## src/rtl/fabric_loader.sv

```systemverilog
// fabric_loader
// Host-side driver that walks a packed program image in program memory,
// streams each cell's instructions into the addressed fabric row, then
// pulses call on every row, waits for all rows to return and reports how
// many cycles the run took.
//
// Image layout (sequential from prog_base):
//   header word : [31:24] row, [23:16] col, [15:0] count
//   count instruction words follow each header; count==0 ends the image.
//
// Ports:
//   clk, rst_n       clock, synchronous active-low reset
//   start            begin load+run (only looked at while idle)
//   prog_base        address of the first header, captured on start
//   busy/done/error  status; done is a one-cycle pulse, error marks a bad header
//   cycles           measured run length, held until the next start
//   mem_re/mem_addr  program memory read port, mem_rdata returns one cycle later
//   instr_*_out      per-row instruction load bus to the fabric
//   call/ret         per-row call pulse out, return level in

module fabric_loader #(
  parameter int ROWS             = 2,
  parameter int COLS             = 2,
  parameter int INSTR_DATA_WIDTH = 32,
  parameter int INSTR_ADDR_WIDTH = 6,
  parameter int INSTR_HOPS_WIDTH = 4,
  parameter int PROG_ADDR_WIDTH  = 10,
  parameter int CYCLE_CNT_WIDTH  = 32
) (
  input  logic                                     clk,
  input  logic                                     rst_n,
  input  logic                                     start,
  input  logic [PROG_ADDR_WIDTH-1:0]               prog_base,
  output logic                                     busy,
  output logic                                     done,
  output logic                                     error,
  output logic [CYCLE_CNT_WIDTH-1:0]               cycles,
  output logic                                     mem_re,
  output logic [PROG_ADDR_WIDTH-1:0]               mem_addr,
  input  logic [INSTR_DATA_WIDTH-1:0]              mem_rdata,
  output logic [ROWS-1:0][INSTR_DATA_WIDTH-1:0]    instr_data_out,
  output logic [ROWS-1:0][INSTR_ADDR_WIDTH-1:0]    instr_addr_out,
  output logic [ROWS-1:0][INSTR_HOPS_WIDTH-1:0]    instr_hops_out,
  output logic [ROWS-1:0]                          instr_en_out,
  output logic [ROWS-1:0]                          call,
  input  logic [ROWS-1:0]                          ret
);

  localparam int ROW_W = (ROWS > 1) ? $clog2(ROWS) : 1;
  localparam logic [16:0] MAX_COUNT = 17'(1) << INSTR_ADDR_WIDTH;
  localparam logic [CYCLE_CNT_WIDTH-1:0] SETTLE_LAST = CYCLE_CNT_WIDTH'(2 * COLS);

  typedef enum logic [2:0] {
    IDLE, HDR, STREAM, CALL, SETTLE, WAIT_RET, DONE
  } state_t;

  state_t                                  state_q, state_d;
  logic                                    busy_q, busy_d;
  logic                                    done_q, done_d;
  logic                                    error_q, error_d;
  logic [CYCLE_CNT_WIDTH-1:0]              cycles_q, cycles_d;
  logic [CYCLE_CNT_WIDTH-1:0]              cnt_q, cnt_d;
  logic                                    mem_re_q, mem_re_d;
  logic [PROG_ADDR_WIDTH-1:0]              mem_addr_q, mem_addr_d;
  logic [PROG_ADDR_WIDTH-1:0]              ptr_q, ptr_d;
  logic                                    rvalid_q, rvalid_d;
  logic [ROW_W-1:0]                        row_q, row_d;
  logic [INSTR_HOPS_WIDTH-1:0]             col_q, col_d;
  logic [INSTR_ADDR_WIDTH-1:0]             idx_q, idx_d;
  logic [15:0]                             issue_left_q, issue_left_d;
  logic [15:0]                             recv_left_q, recv_left_d;
  logic [ROWS-1:0]                         call_q, call_d;
  logic [ROWS-1:0][INSTR_DATA_WIDTH-1:0]   instr_data_q, instr_data_d;
  logic [ROWS-1:0][INSTR_ADDR_WIDTH-1:0]   instr_addr_q, instr_addr_d;
  logic [ROWS-1:0][INSTR_HOPS_WIDTH-1:0]   instr_hops_q, instr_hops_d;
  logic [ROWS-1:0]                         instr_en_q, instr_en_d;

  logic [7:0]                              hdr_row;
  logic [7:0]                              hdr_col;
  logic [15:0]                             hdr_count;
  logic                                    hdr_bad;
  logic [CYCLE_CNT_WIDTH-1:0]              cnt_inc;

  assign hdr_row   = mem_rdata[31:24];
  assign hdr_col   = mem_rdata[23:16];
  assign hdr_count = mem_rdata[15:0];
  assign hdr_bad   = (int'(hdr_row) >= ROWS) || (int'(hdr_col) >= COLS) ||
                     ({1'b0, hdr_count} > MAX_COUNT);

  // Run-length counter saturates instead of wrapping.
  assign cnt_inc = (&cnt_q) ? cnt_q : cnt_q + CYCLE_CNT_WIDTH'(1);

  // Next-state and registered-output logic. Every output is a flop so the
  // fabric and the memory see clean, glitch-free signals. Reads are issued
  // back-to-back during a cell; rvalid_q marks the cycle mem_rdata is good.
  always_comb begin
    state_d      = state_q;
    busy_d       = busy_q;
    done_d       = 1'b0;
    error_d      = error_q;
    cycles_d     = cycles_q;
    cnt_d        = cnt_q;
    mem_re_d     = 1'b0;
    mem_addr_d   = mem_addr_q;
    ptr_d        = ptr_q;
    rvalid_d     = mem_re_q;
    row_d        = row_q;
    col_d        = col_q;
    idx_d        = idx_q;
    issue_left_d = issue_left_q;
    recv_left_d  = recv_left_q;
    call_d       = '0;
    instr_data_d = '0;
    instr_addr_d = '0;
    instr_hops_d = '0;
    instr_en_d   = '0;

    case (state_q)
      IDLE: begin
        if (start) begin
          busy_d     = 1'b1;
          error_d    = 1'b0;
          cycles_d   = '0;
          mem_re_d   = 1'b1;
          mem_addr_d = prog_base;
          ptr_d      = prog_base + PROG_ADDR_WIDTH'(1);
          state_d    = HDR;
        end
      end
      HDR: begin
        if (rvalid_q) begin
          if (hdr_bad) begin
            error_d = 1'b1;
            done_d  = 1'b1;
            busy_d  = 1'b0;
            state_d = DONE;
          end else if (hdr_count == 16'd0) begin
            call_d  = '1;
            cnt_d   = '0;
            state_d = CALL;
          end else begin
            // First instruction read goes out together with the decode.
            row_d        = ROW_W'(hdr_row);
            col_d        = INSTR_HOPS_WIDTH'(hdr_col);
            idx_d        = '0;
            issue_left_d = hdr_count - 16'd1;
            recv_left_d  = hdr_count;
            mem_re_d     = 1'b1;
            mem_addr_d   = ptr_q;
            ptr_d        = ptr_q + PROG_ADDR_WIDTH'(1);
            state_d      = STREAM;
          end
        end
      end
      STREAM: begin
        if (issue_left_q != 16'd0) begin
          mem_re_d     = 1'b1;
          mem_addr_d   = ptr_q;
          ptr_d        = ptr_q + PROG_ADDR_WIDTH'(1);
          issue_left_d = issue_left_q - 16'd1;
        end
        if (rvalid_q) begin
          instr_en_d[row_q]   = 1'b1;
          instr_data_d[row_q] = mem_rdata;
          instr_addr_d[row_q] = idx_q;
          instr_hops_d[row_q] = col_q;
          idx_d               = idx_q + INSTR_ADDR_WIDTH'(1);
          recv_left_d         = recv_left_q - 16'd1;
          // Last word of the cell: the next header sits right after it.
          if (recv_left_q == 16'd1) begin
            mem_re_d   = 1'b1;
            mem_addr_d = ptr_q;
            ptr_d      = ptr_q + PROG_ADDR_WIDTH'(1);
            state_d    = HDR;
          end
        end
      end
      CALL: begin
        cnt_d   = cnt_inc;
        state_d = SETTLE;
      end
      SETTLE: begin
        // ret from the previous program may still be high; ignore it here.
        cnt_d = cnt_inc;
        if (cnt_q >= SETTLE_LAST) begin
          state_d = WAIT_RET;
        end
      end
      WAIT_RET: begin
        cnt_d = cnt_inc;
        if (&ret) begin
          cycles_d = cnt_q;
          done_d   = 1'b1;
          busy_d   = 1'b0;
          state_d  = DONE;
        end
      end
      DONE: begin
        state_d = IDLE;
      end
      default: begin
        state_d = IDLE;
      end
    endcase
  end

  // State and output registers; reset clears everything and aborts any run.
  always_ff @(posedge clk) begin
    if (!rst_n) begin
      state_q      <= IDLE;
      busy_q       <= 1'b0;
      done_q       <= 1'b0;
      error_q      <= 1'b0;
      cycles_q     <= '0;
      cnt_q        <= '0;
      mem_re_q     <= 1'b0;
      mem_addr_q   <= '0;
      ptr_q        <= '0;
      rvalid_q     <= 1'b0;
      row_q        <= '0;
      col_q        <= '0;
      idx_q        <= '0;
      issue_left_q <= '0;
      recv_left_q  <= '0;
      call_q       <= '0;
      instr_data_q <= '0;
      instr_addr_q <= '0;
      instr_hops_q <= '0;
      instr_en_q   <= '0;
    end else begin
      state_q      <= state_d;
      busy_q       <= busy_d;
      done_q       <= done_d;
      error_q      <= error_d;
      cycles_q     <= cycles_d;
      cnt_q        <= cnt_d;
      mem_re_q     <= mem_re_d;
      mem_addr_q   <= mem_addr_d;
      ptr_q        <= ptr_d;
      rvalid_q     <= rvalid_d;
      row_q        <= row_d;
      col_q        <= col_d;
      idx_q        <= idx_d;
      issue_left_q <= issue_left_d;
      recv_left_q  <= recv_left_d;
      call_q       <= call_d;
      instr_data_q <= instr_data_d;
      instr_addr_q <= instr_addr_d;
      instr_hops_q <= instr_hops_d;
      instr_en_q   <= instr_en_d;
    end
  end

  assign busy           = busy_q;
  assign done           = done_q;
  assign error          = error_q;
  assign cycles         = cycles_q;
  assign mem_re         = mem_re_q;
  assign mem_addr       = mem_addr_q;
  assign call           = call_q;
  assign instr_data_out = instr_data_q;
  assign instr_addr_out = instr_addr_q;
  assign instr_hops_out = instr_hops_q;
  assign instr_en_out   = instr_en_q;

endmodule

```

## config.mk

```make
export PLATFORM = sky130hd
export DESIGN_NAME = fabric_loader
export DESIGN_NICKNAME = d
export VERILOG_FILES = /design/src/rtl/fabric_loader.sv
export SDC_FILE = /design/constraint.sdc
export NUM_CORES = 1
export LEC_CHECK = 0
export BUFFER_PORTS_ARGS = -buffer_cell sky130_fd_sc_hd__buf_4
export CAP_MARGIN = 20
export CORE_ASPECT_RATIO = 1.1
export CORE_MARGIN = 3
export CORE_UTILIZATION = 56
export DETAILED_ROUTE_END_ITERATION = 8
export PLACE_DENSITY = 0.8
export SLEW_MARGIN = 5
export SYNTH_ARGS = -nofsm -noshare
export SYNTH_HDL_FRONTEND = slang
export SYNTH_SLANG_ARGS = --single-unit
```

## constraint.sdc

```tcl
create_clock -name clk -period 4.5 [get_ports clk]
set_input_delay 0.45 -clock clk [delete_from_list [all_inputs] [get_ports clk]]
set_output_delay 0.45 -clock clk [all_outputs]
set_load 0.005 [all_outputs]
```

==> results of run 1 <==
==> report_power, final <==
| part | leakage [nW] | internal, mW | switching (mW) |
|---|---|---|---|
| registers | 1.79 | 2.07 | 0.148 |
| logic | 2.52 | 0.439 | 0.774 |
| clock network | 0.374 | 1.20 | 0.767 |
| total | 4.69 | 3.70 | 1.69 |
==> flip-flops by register name, summed over array words and instances, names as in the netlist, 2 cells and up <==
signal and cells:
instr_data_out 64, cnt_q 32, cycles 32, issue_left_q 16, recv_left_q 16, instr_addr_out 12
mem_addr 10, ptr_q 10, instr_hops_out 8, idx_q 6, col_q 4, state_q 3
instr_en_out 2
==> worst min-delay path by stage <==
| stage | from | end | slack [ns] | cells after the start |
|---|---|---|---|---|
| 2_1_floorplan | issue_left_q[15]$_SDFFE_PN0P_ | issue_left_q[15]$_SDFFE_PN0P_ | 0.41 | 2 |
| 3_3_place_gp | issue_left_q[15]$_SDFFE_PN0P_ | issue_left_q[15]$_SDFFE_PN0P_ | 0.42 | 2 |
| 3_5_place_dp | issue_left_q[15]$_SDFFE_PN0P_ | issue_left_q[15]$_SDFFE_PN0P_ | 0.44 | 2 |
| 4_1_cts | mem_rdata[28] | instr_data_out[60]$_SDFF_PN0_ | 0.15 | 2 |
| 5_1_grt | mem_rdata[23] | instr_data_out[23]$_SDFF_PN0_ | 0.16 | 2 |
| 6_report | mem_rdata[26] | instr_data_out[26]$_SDFF_PN0_ | 0.16 | 2 |
==> cells in the mapped netlist (5+ instances only) <==
master,n,area (µm²)
dfxtp_1,222,4440
a21oi_1,112,561
nand2_1,110,413
and2_1,92,576
nand3_1,73,365
clkbuf_1,64,240
nor2_1,53,199
o21ai_0,51,255
nor4_1,31,194
or3_1,31,194
nor3_1,25,125
nand4_1,20,125
inv_1,17,63.8
or4_1,17,128
o211ai_1,16,120
a22oi_1,13,97.6
and4_1,13,114
o31ai_1,13,97.6
a31oi_1,11,68.8
and3_1,9,56.3
buf_2,8,40.0
ha_1,8,100
mux2i_1,8,80.1
nor3b_1,8,60.1
xor2_1,8,70.1
or2_2,6,37.5
xnor2_1,6,52.6
a211oi_1,5,37.5
buf_1,5,18.8
o211a_1,5,50.1
o32ai_1,5,43.8
==> layout make-up <==
class | count | area, µm²
inverters | 18 | 67.6
clock inverters | 11 | 176
repair buffers | 198 | 1500
flip-flops and latches | 222 | 4440
multi-input cells | 820 | 4870
well taps | 229 | 287
fillers | 1271 | 4650
clock buffers | 28 | 613
==> layer usage <==
layer,GRT usage,part of all wire,up-vias
met2,0.459,0.49,352
li1,-,-,4420
met4,0.0768,0.021,0
met5,0,0,-
met1,0.330,0.43,4258
met3,0.0378,0.069,47
==> logic make-up (layout without fill, tap and decap cells) <==
logic type,after synthesis,after routing,share of synthesized area
AOI/OAI and AO/OA,280,280,0.182
adders and majority gates,8,8,0.0104
and+or+nand+nor,509,509,0.287
muxes,9,9,0.00945
DFF,222,222,0.460
xor gates and xnor gates,14,14,0.0127
buffers and inverters,96,255,0.0387
==> per-stage QoR <==
| stage | area (µm²) | power [mW] | hold WS (ns) | utilization |
|---|---|---|---|---|
| 2_1_floorplan | 9660 | 3.06 | 0.412 | - |
| 3_3_place_gp | 11100 | 3.41 | 0.421 | 0.671 |
| 3_5_place_dp | 11100 | 3.43 | 0.437 | 0.671 |
| 4_1_cts | 11900 | 5.38 | 0.152 | 0.718 |
| 5_1_grt | 12000 | 5.64 | 0.156 | 0.720 |
| 6_report | 12000 | 5.39 | 0.162 | 0.720 |
==> results_dict.tcl, run 1 <==
set metrics [dict create \
    status "finished, final reports clean" \
    nNetsFinal 1337 \
    layout_commonest_cell "dfxtp_1" \
    ys_ff_latch 222 \
    clk_latency_ns 0.51 \
    slowest_delay_ns 0.68 \
    slew_headroom 0.329 \
    grt_overflow_total 0 \
    num_rows 49 \
    drc 0 \
    drt_pass1_iterations 7 \
    area_delta_synth_final_pct 23.8 \
    core_area_mm2 0.0166 \
    place_hpwl_um 17700 \
    power.density_mw_per_mm2 451 \
    clockBufferDepth 3 \
    syn_area_mm2 0.00966 \
    layout_common_cells "dfxtp_1, buf_4, a21oi_1" \
    crit_fanout 17 \
    ctsResizeCount 0 \
    cts_hold_repair.buffers 0 \
    final.period_utilization 0.745 \
    final_antenna_net_count 0 \
    crit_start "state_q[1]$_SDFFE_PN0P_" \
    crit_type "reg2reg" \
    worst-path-stages 8 \
    min_period_ns 3.35 \
    grt.total_usage 0.258 \
    chipHeight_um 144 \
    rsz0062_at_grt "false" \
    fin_setup_tns_ns 0 \
    slew_violations 0 \
    io_pins 181 \
    synth_edf_count 0 \
    cts_buffers 22 \
    r2r_cells 8 \
    synth_cell_types 71 \
    clk_pin_slew_worst_paths_ns 0.07 \
    arrival_ns 3.76 \
    synth_nets 1193 \
    wire_per_inst_um 16.9 \
    cts_root_buf "clkbuf_16" \
    synthArstFlopShare 0 \
    final_cells 1526 \
    grt_pass1_vias 8390 \
    cp-start-kind "flop" \
    r2r_slack_ns 1.15 \
    syn_area_per_cell_um2 8.49 \
    critical_path.top_delay_family "compound AO/OA/AOI/OAI gates" \
    vias_per_cell 5.95 \
    critPathCapture "issue_left_q[14]$_SDFFE_PN0P_" \
    io_buffer_count 180 \
    drive_gt1_frac 0.202 \
    setup_viol 0 \
    grt_max_degree 79 \
    dr.first_iter.drc_count 667 \
    maxCapViolCount 0 \
    antenna_found_initial 0 \
    leakage_nw 4.69 \
    dp_cells 1485 \
    synth_cells 1138 \
    synth_flop_cell "dfxtp_1" \
    cp_num_buf_inv 0 \
    hold_violations 0 \
    hold_path.class "in2reg" \
    num_vias 9077 \
    critPathSlowestCell "or3b_2" \
    cts_tree "done" \
    antenna_cells 0 \
    worst_pin_slew_ns 1.00 \
    cts_sinks 222 \
    yosys_warnings 0 \
    fin_skew_ns 0.0131 \
    crit_path_end_kind "flop" \
    peakVddDrop_mv 0.333 \
    die-area_mm2 0.0189 \
    rr_startpoint "state_q[1]$_SDFFE_PN0P_" \
    place_ws_ns 1.06 \
    fmax_mhz 298 \
    grt_pass1_wl_um 41600 \
    path_cells "or3b_2 -> mux2i_1 -> ha_1 -> nand4_1 -> a221oi_1 -> a21oi_1 -> a31o_2 -> a211oi_1" \
    worstPathRequired_ns 4.91 \
    die_w_um 131 \
    setup_ws_ns 1.15 \
    wl_um 25800 \
    ys_seq_area_frac 0.460 \
    cts_setup_buffers 0 \
    htreeDepth 1 \
    start_util 0.582 \
    gp_congestion 0.868 \
    rr_endpoint "issue_left_q[14]$_SDFFE_PN0P_" \
]
Note: power is estimated with default switching activity, not from simulation.
==> run 2: changes to the inputs <==
Settings changed: CORE_UTILIZATION 56 to 50, PLACE_DENSITY 0.8 to 0.76.
Clock period 4.5 ns to 2.7 ns, I/O delays scaled along.
==> run 2 against run 1 <==
Net effect: first-iteration DRC count up 0.75%; die area up 11%; utilization down 4.8 points; non-clock buffer count up 68; worst hold slack worse by 0.14 ns; critical path depth unchanged; fmax up 34%; via count up 3.2%; flip-flop and latch count unchanged; count of clock-buffer cells in the layout unchanged; largest power group unchanged; clock skew down 0.0039 ns.
==> results_dict.tcl, run 2 (synthesis results as in run 1) <==
set metrics [dict create \
    power.density_mw_per_mm2 729 \
    setup_viol 0 \
    crit_fanout 8 \
    status "finished, final reports clean" \
    cts_root_buf "clkbuf_16" \
    vias_per_cell 5.83 \
    antenna_found_initial 0 \
    nNetsFinal 1405 \
    dp_cells 1556 \
    area_delta_synth_final_pct 29.9 \
    crit_start "state_q[1]$_SDFFE_PN0P_" \
    grt_pass1_vias 8801 \
    clockBufferDepth 3 \
    io_buffer_count 180 \
    antenna_cells 0 \
    drt_pass1_iterations 6 \
    crit_type "reg2reg" \
    drive_gt1_frac 0.240 \
    fmax_mhz 399 \
    cp-start-kind "flop" \
    final.period_utilization 0.928 \
    fin_area_mm2 0.0126 \
    peakVddDrop_mv 0.455 \
    num_rows 52 \
    cts_setup_buffers 0 \
    grt_pass1_wl_um 44900 \
    slew_violations 0 \
    min_period_ns 2.51 \
    layout_commonest_cell "buf_4" \
    die-area_mm2 0.0210 \
    clk_pin_slew_worst_paths_ns 0.07 \
    maxCapViolCount 0 \
    r2r_cells 8 \
    chipHeight_um 152 \
    rsz0062_at_grt "false" \
    wl_um 27600 \
    postPlaceCellArea_mm2 0.0116 \
    crit_path_end_kind "flop" \
    grt.total_usage 0.248 \
    final_antenna_net_count 0 \
    rr_endpoint "issue_left_q[14]$_SDFFE_PN0P_" \
    cts_tree "done" \
    hold_path.class "in2reg" \
    cts_sinks 222 \
    gp_congestion 0.952 \
    slew_headroom 0.608 \
    io_pins 181 \
    die_w_um 139 \
    wire_per_inst_um 17.2 \
    grt_overflow_total 0 \
    largest_reg_flops 64 \
    fin_skew_ns 0.00917 \
    core_area_mm2 0.0187 \
    clk_latency_ns 0.50 \
    place_ws_ns -0.0653 \
    cts_buffers 22 \
    final_cells 1608 \
    htreeDepth 1 \
    dr.first_iter.drc_count 672 \
    worst_pin_slew_ns 0.586 \
    drc 0 \
    setup_ws_ns 0.193 \
    arrival_ns 2.93 \
    layout_common_cells "buf_4, dfxtp_1, a21oi_1" \
    start_util 0.518 \
    holdWs_ns 0.0175 \
    hold_violations 0 \
    worstPathRequired_ns 3.12 \
    r2r_slack_ns 0.19 \
    leakage_nw 5.00 \
    num_vias 9371 \
    critPathCapture "issue_left_q[14]$_SDFFE_PN0P_" \
    place_hpwl_um 19200 \
    rr_startpoint "state_q[1]$_SDFFE_PN0P_" \
    grt_max_degree 41 \
]
## run 2: changes by cell type in the layout (fill, tap and decap cells not counted), sizes merged
| cell | before | now |
|---|---|---|
| clkinvlp | 4 | 5 |
| bufinv | 4 | 2 |
| clkbuf | 29 | 28 |
| clkinv | 3 | 4 |
| buf | 197 | 253 |
| dlygate4sd3 | 0 | 13 |
## run 2: cell type report
cell class,count,area (µm²)
Multi-Input combinational cell,820,4920
Tap cell,243,304
Fill cell,1506,6120
Clock inverter,11,118
Timing Repair Buffer,266,2070
Clock buffer,28,634
Sequential cell,222,4440
Inverter,18,67.6
## run 2: worst min-delay path by stage
stage	startpoint	endpoint	depth (start not counted)
after global routing	mem_rdata[23]	instr_data_out[23]$_SDFF_PN0_	2
after global placement	issue_left_q[15]$_SDFFE_PN0P_	issue_left_q[15]$_SDFFE_PN0P_	2
after floorplan	mem_rdata[10]	instr_data_out[10]$_SDFF_PN0_	1
after detailed placement	issue_left_q[15]$_SDFFE_PN0P_	issue_left_q[15]$_SDFFE_PN0P_	2
final	mem_rdata[21]	instr_data_out[21]$_SDFF_PN0_	2
after CTS	mem_rdata[21]	instr_data_out[21]$_SDFF_PN0_	2
## run 2: per-stage QoR
step / utilization / power, mW / setup TNS [ns]
floorplan: - / 5.15 / -0.0839
global placement: 0.623 / 5.99 / -0.0267
detailed placement: 0.623 / 6.03 / -0.150
CTS: 0.671 / 9.17 / 0
global route: 0.672 / 9.60 / 0
finish: 0.672 / 9.15 / 0
## run 2: critical path: stages (launching register included)
cell and delay (ns):
dfxtp_1 0.34, or3b_2 0.60, mux2i_1 0.25, ha_2 0.28
nand4_1 0.15, a221oi_2 0.34, a21oi_1 0.10, a31o_2 0.22
a211oi_2 0.16
## run 2: power breakdown
group | internal, mW | leakage, nW | total (mW) | switching [mW]
registers | 3.44 | 1.79 | 3.61 | 0.170
logic | 0.966 | 2.85 | 2.42 | 1.45
clock network | 1.85 | 0.358 | 3.12 | 1.26
## run 2: timing repair
item / 4_1_cts / 5_1_grt
resized for setup: 0 / 6
setup endpoints to repair: 0 / 18
hold buffers: 13 / 0
endpoints found under the hold margin: 24 / 0
## run 2: per-layer routing
layer  track usage  routed length, µm
met1         0.319              11400
met4        0.0927                936
met3        0.0418               2020
met5             0                  0
met2         0.420              13200
==> run 3: changes to the inputs <==
Settings changed: CORE_ASPECT_RATIO 1.1 to 0.75.
==> run 3 against run 2 <==
Net effect: worst hold slack gained 0.00094 ns; critical path depth grew 1; clock skew grew 0.0055 ns; non-clock buffer count grew 12; critical endpoint is now cnt_q[12]$_SDFFE_PN0P_; largest cell class unchanged; largest power group unchanged.
==> results_dict.tcl, run 3 (synthesis results as in run 1) <==
set metrics [dict create \
    status "finished, final reports clean" \
    peakVddDrop_mv 0.556 \
    power.density_mw_per_mm2 716 \
    cts_tree "done" \
    dr.first_iter.drc_count 1040 \
    largest_reg_flops 64 \
    num_rows 43 \
    worstPathRequired_ns 3.15 \
    crit_path_end_kind "flop" \
    io_pins 181 \
    core_area_mm2 0.0187 \
    grt_max_degree 65 \
    gp_congestion 0.941 \
    layout_commonest_cell "buf_4" \
    clk_pin_slew_worst_paths_ns 0.06 \
    slew_violations 0 \
    fin_setup_tns_ns 0 \
    setup_viol 0 \
    num_vias 9532 \
    fmax_mhz 388 \
    drt_pass1_iterations 5 \
    clk_latency_ns 0.51 \
    path_cells "dlygate4sd3_1 -> buf_4 -> buf_4 -> o41ai_2 -> a41oi_1 -> a211o_1 -> buf_4 -> or4_1 -> a21oi_1" \
    antenna_cells 0 \
    cts_sinks 222 \
    r2r_slack_ns 0.17 \
    final_antenna_net_count 0 \
    clockBufferDepth 3 \
    final.period_utilization 0.954 \
    grt_overflow_total 0 \
    p_total_mw 9.04 \
    grt_pass1_wl_um 46900 \
    hold_path.class "in2reg" \
    cts_buffers 23 \
    place_hpwl_um 20500 \
    postPlaceCellArea_mm2 0.0117 \
    cp_num_buf_inv 4 \
    final_cells 1625 \
    crit_fanout 26 \
    arrival_ns 3.02 \
    dp_cells 1566 \
    grt.total_usage 0.265 \
    hold_violations 0 \
    critPathSlowestCell "dlygate4sd3_1" \
    die_w_um 167 \
    vias_per_cell 5.87 \
    cp-start-kind "primary input" \
    crit_type "in2reg" \
    die-area_mm2 0.0211 \
    drive_gt1_frac 0.240 \
    slew_headroom 0.496 \
    fin_area_mm2 0.0126 \
    fillCellCount 1508 \
    cts_root_buf "clkbuf_16" \
    rsz0062_at_grt "false" \
    critical_path.top_delay_family "compound AO/OA/AOI/OAI gates" \
    chipHeight_um 126 \
    drc 0 \
    io_buffer_count 180 \
    layout_common_cells "buf_4, dfxtp_1, a21oi_1" \
    worst_pin_slew_ns 0.755 \
    nNetsFinal 1418 \
    start_util 0.516 \
    maxCapViolCount 0 \
    wl_um 29200 \
    wire_per_inst_um 17.9 \
    cts_setup_buffers 0 \
    slowest_delay_ns 0.54 \
    area_delta_synth_final_pct 30.7 \
    cp_common_cell "buf_4" \
    fin_skew_ns 0.0146 \
    min_period_ns 2.58 \
    grt_pass1_vias 9011 \
    antenna_found_initial 0 \
    htreeDepth 1 \
    leakage_nw 5.06 \
]
[run 3: changes by cell type in the layout (fill, tap and decap cells not counted), sizes merged]
cell	delta
buf	+6
bufinv	-2
clkbuf	+5
clkinvlp	-4
dlygate4sd3	+6
inv	+2
[run 3: report_power, final]
group / total [mW] / switching [mW] / internal, mW
combinational: 2.45 / 1.47 / 0.975
sequential: 3.62 / 0.171 / 3.44
clock: 2.98 / 1.27 / 1.71
[run 3: repair_timing]
item | 4_1_cts | 5_1_grt
gates resized for setup | 0 | 10
endpoints found under the setup margin | 0 | 41
endpoints found under the hold margin | 35 | 0
hold buffers | 19 | 0
[run 3: routing by layer]
| layer | track usage | routed length [µm] | part of all wire | up-vias |
|---|---|---|---|---|
| li1 | - | - | - | 4587 |
| met1 | 0.378 | 13300 | 0.46 | 4492 |
| met2 | 0.405 | 12600 | 0.43 | 402 |
| met3 | 0.0738 | 2780 | 0.095 | 51 |
| met4 | 0.0529 | 548 | 0.019 | 0 |
| met5 | 0 | 0 | 0 | - |
[run 3: through the flow]
stage                      util  hold WS [ns]  setup slack (ns)
after global routing      0.675        0.0134            0.0272
after floorplan               -         0.392           -0.0839
final                     0.675        0.0184             0.125
after global placement    0.624         0.425           0.00597
after CTS                 0.672       0.00743            0.0130
after detailed placement  0.624         0.440           -0.0267
[run 3: final timing paths]
check                                              from                       endpoint  cells after the start
worst min register to register  cycles[11]$_SDFFE_PN0P_        cycles[11]$_SDFFE_PN0P_                      2
worst max register to register  state_q[0]$_SDFFE_PN0P_  issue_left_q[14]$_SDFFE_PN0P_                      8
worst max-delay path                       mem_rdata[0]         cnt_q[12]$_SDFFE_PN0P_                      9
worst min-delay path                      mem_rdata[10]  instr_data_out[10]$_SDFF_PN0_                      2
[run 3: final cells by class]
class                           count  area (µm²)  area share
Multi-Input combinational cell    820        4930       0.390
Sequential cell                   222        4440       0.352
Timing Repair Buffer              278        2170       0.172
Clock buffer                       33         663      0.0525
Tap cell                          247         309      0.0245
Inverter                           18        67.6     0.00535
Clock inverter                      7        45.0     0.00357
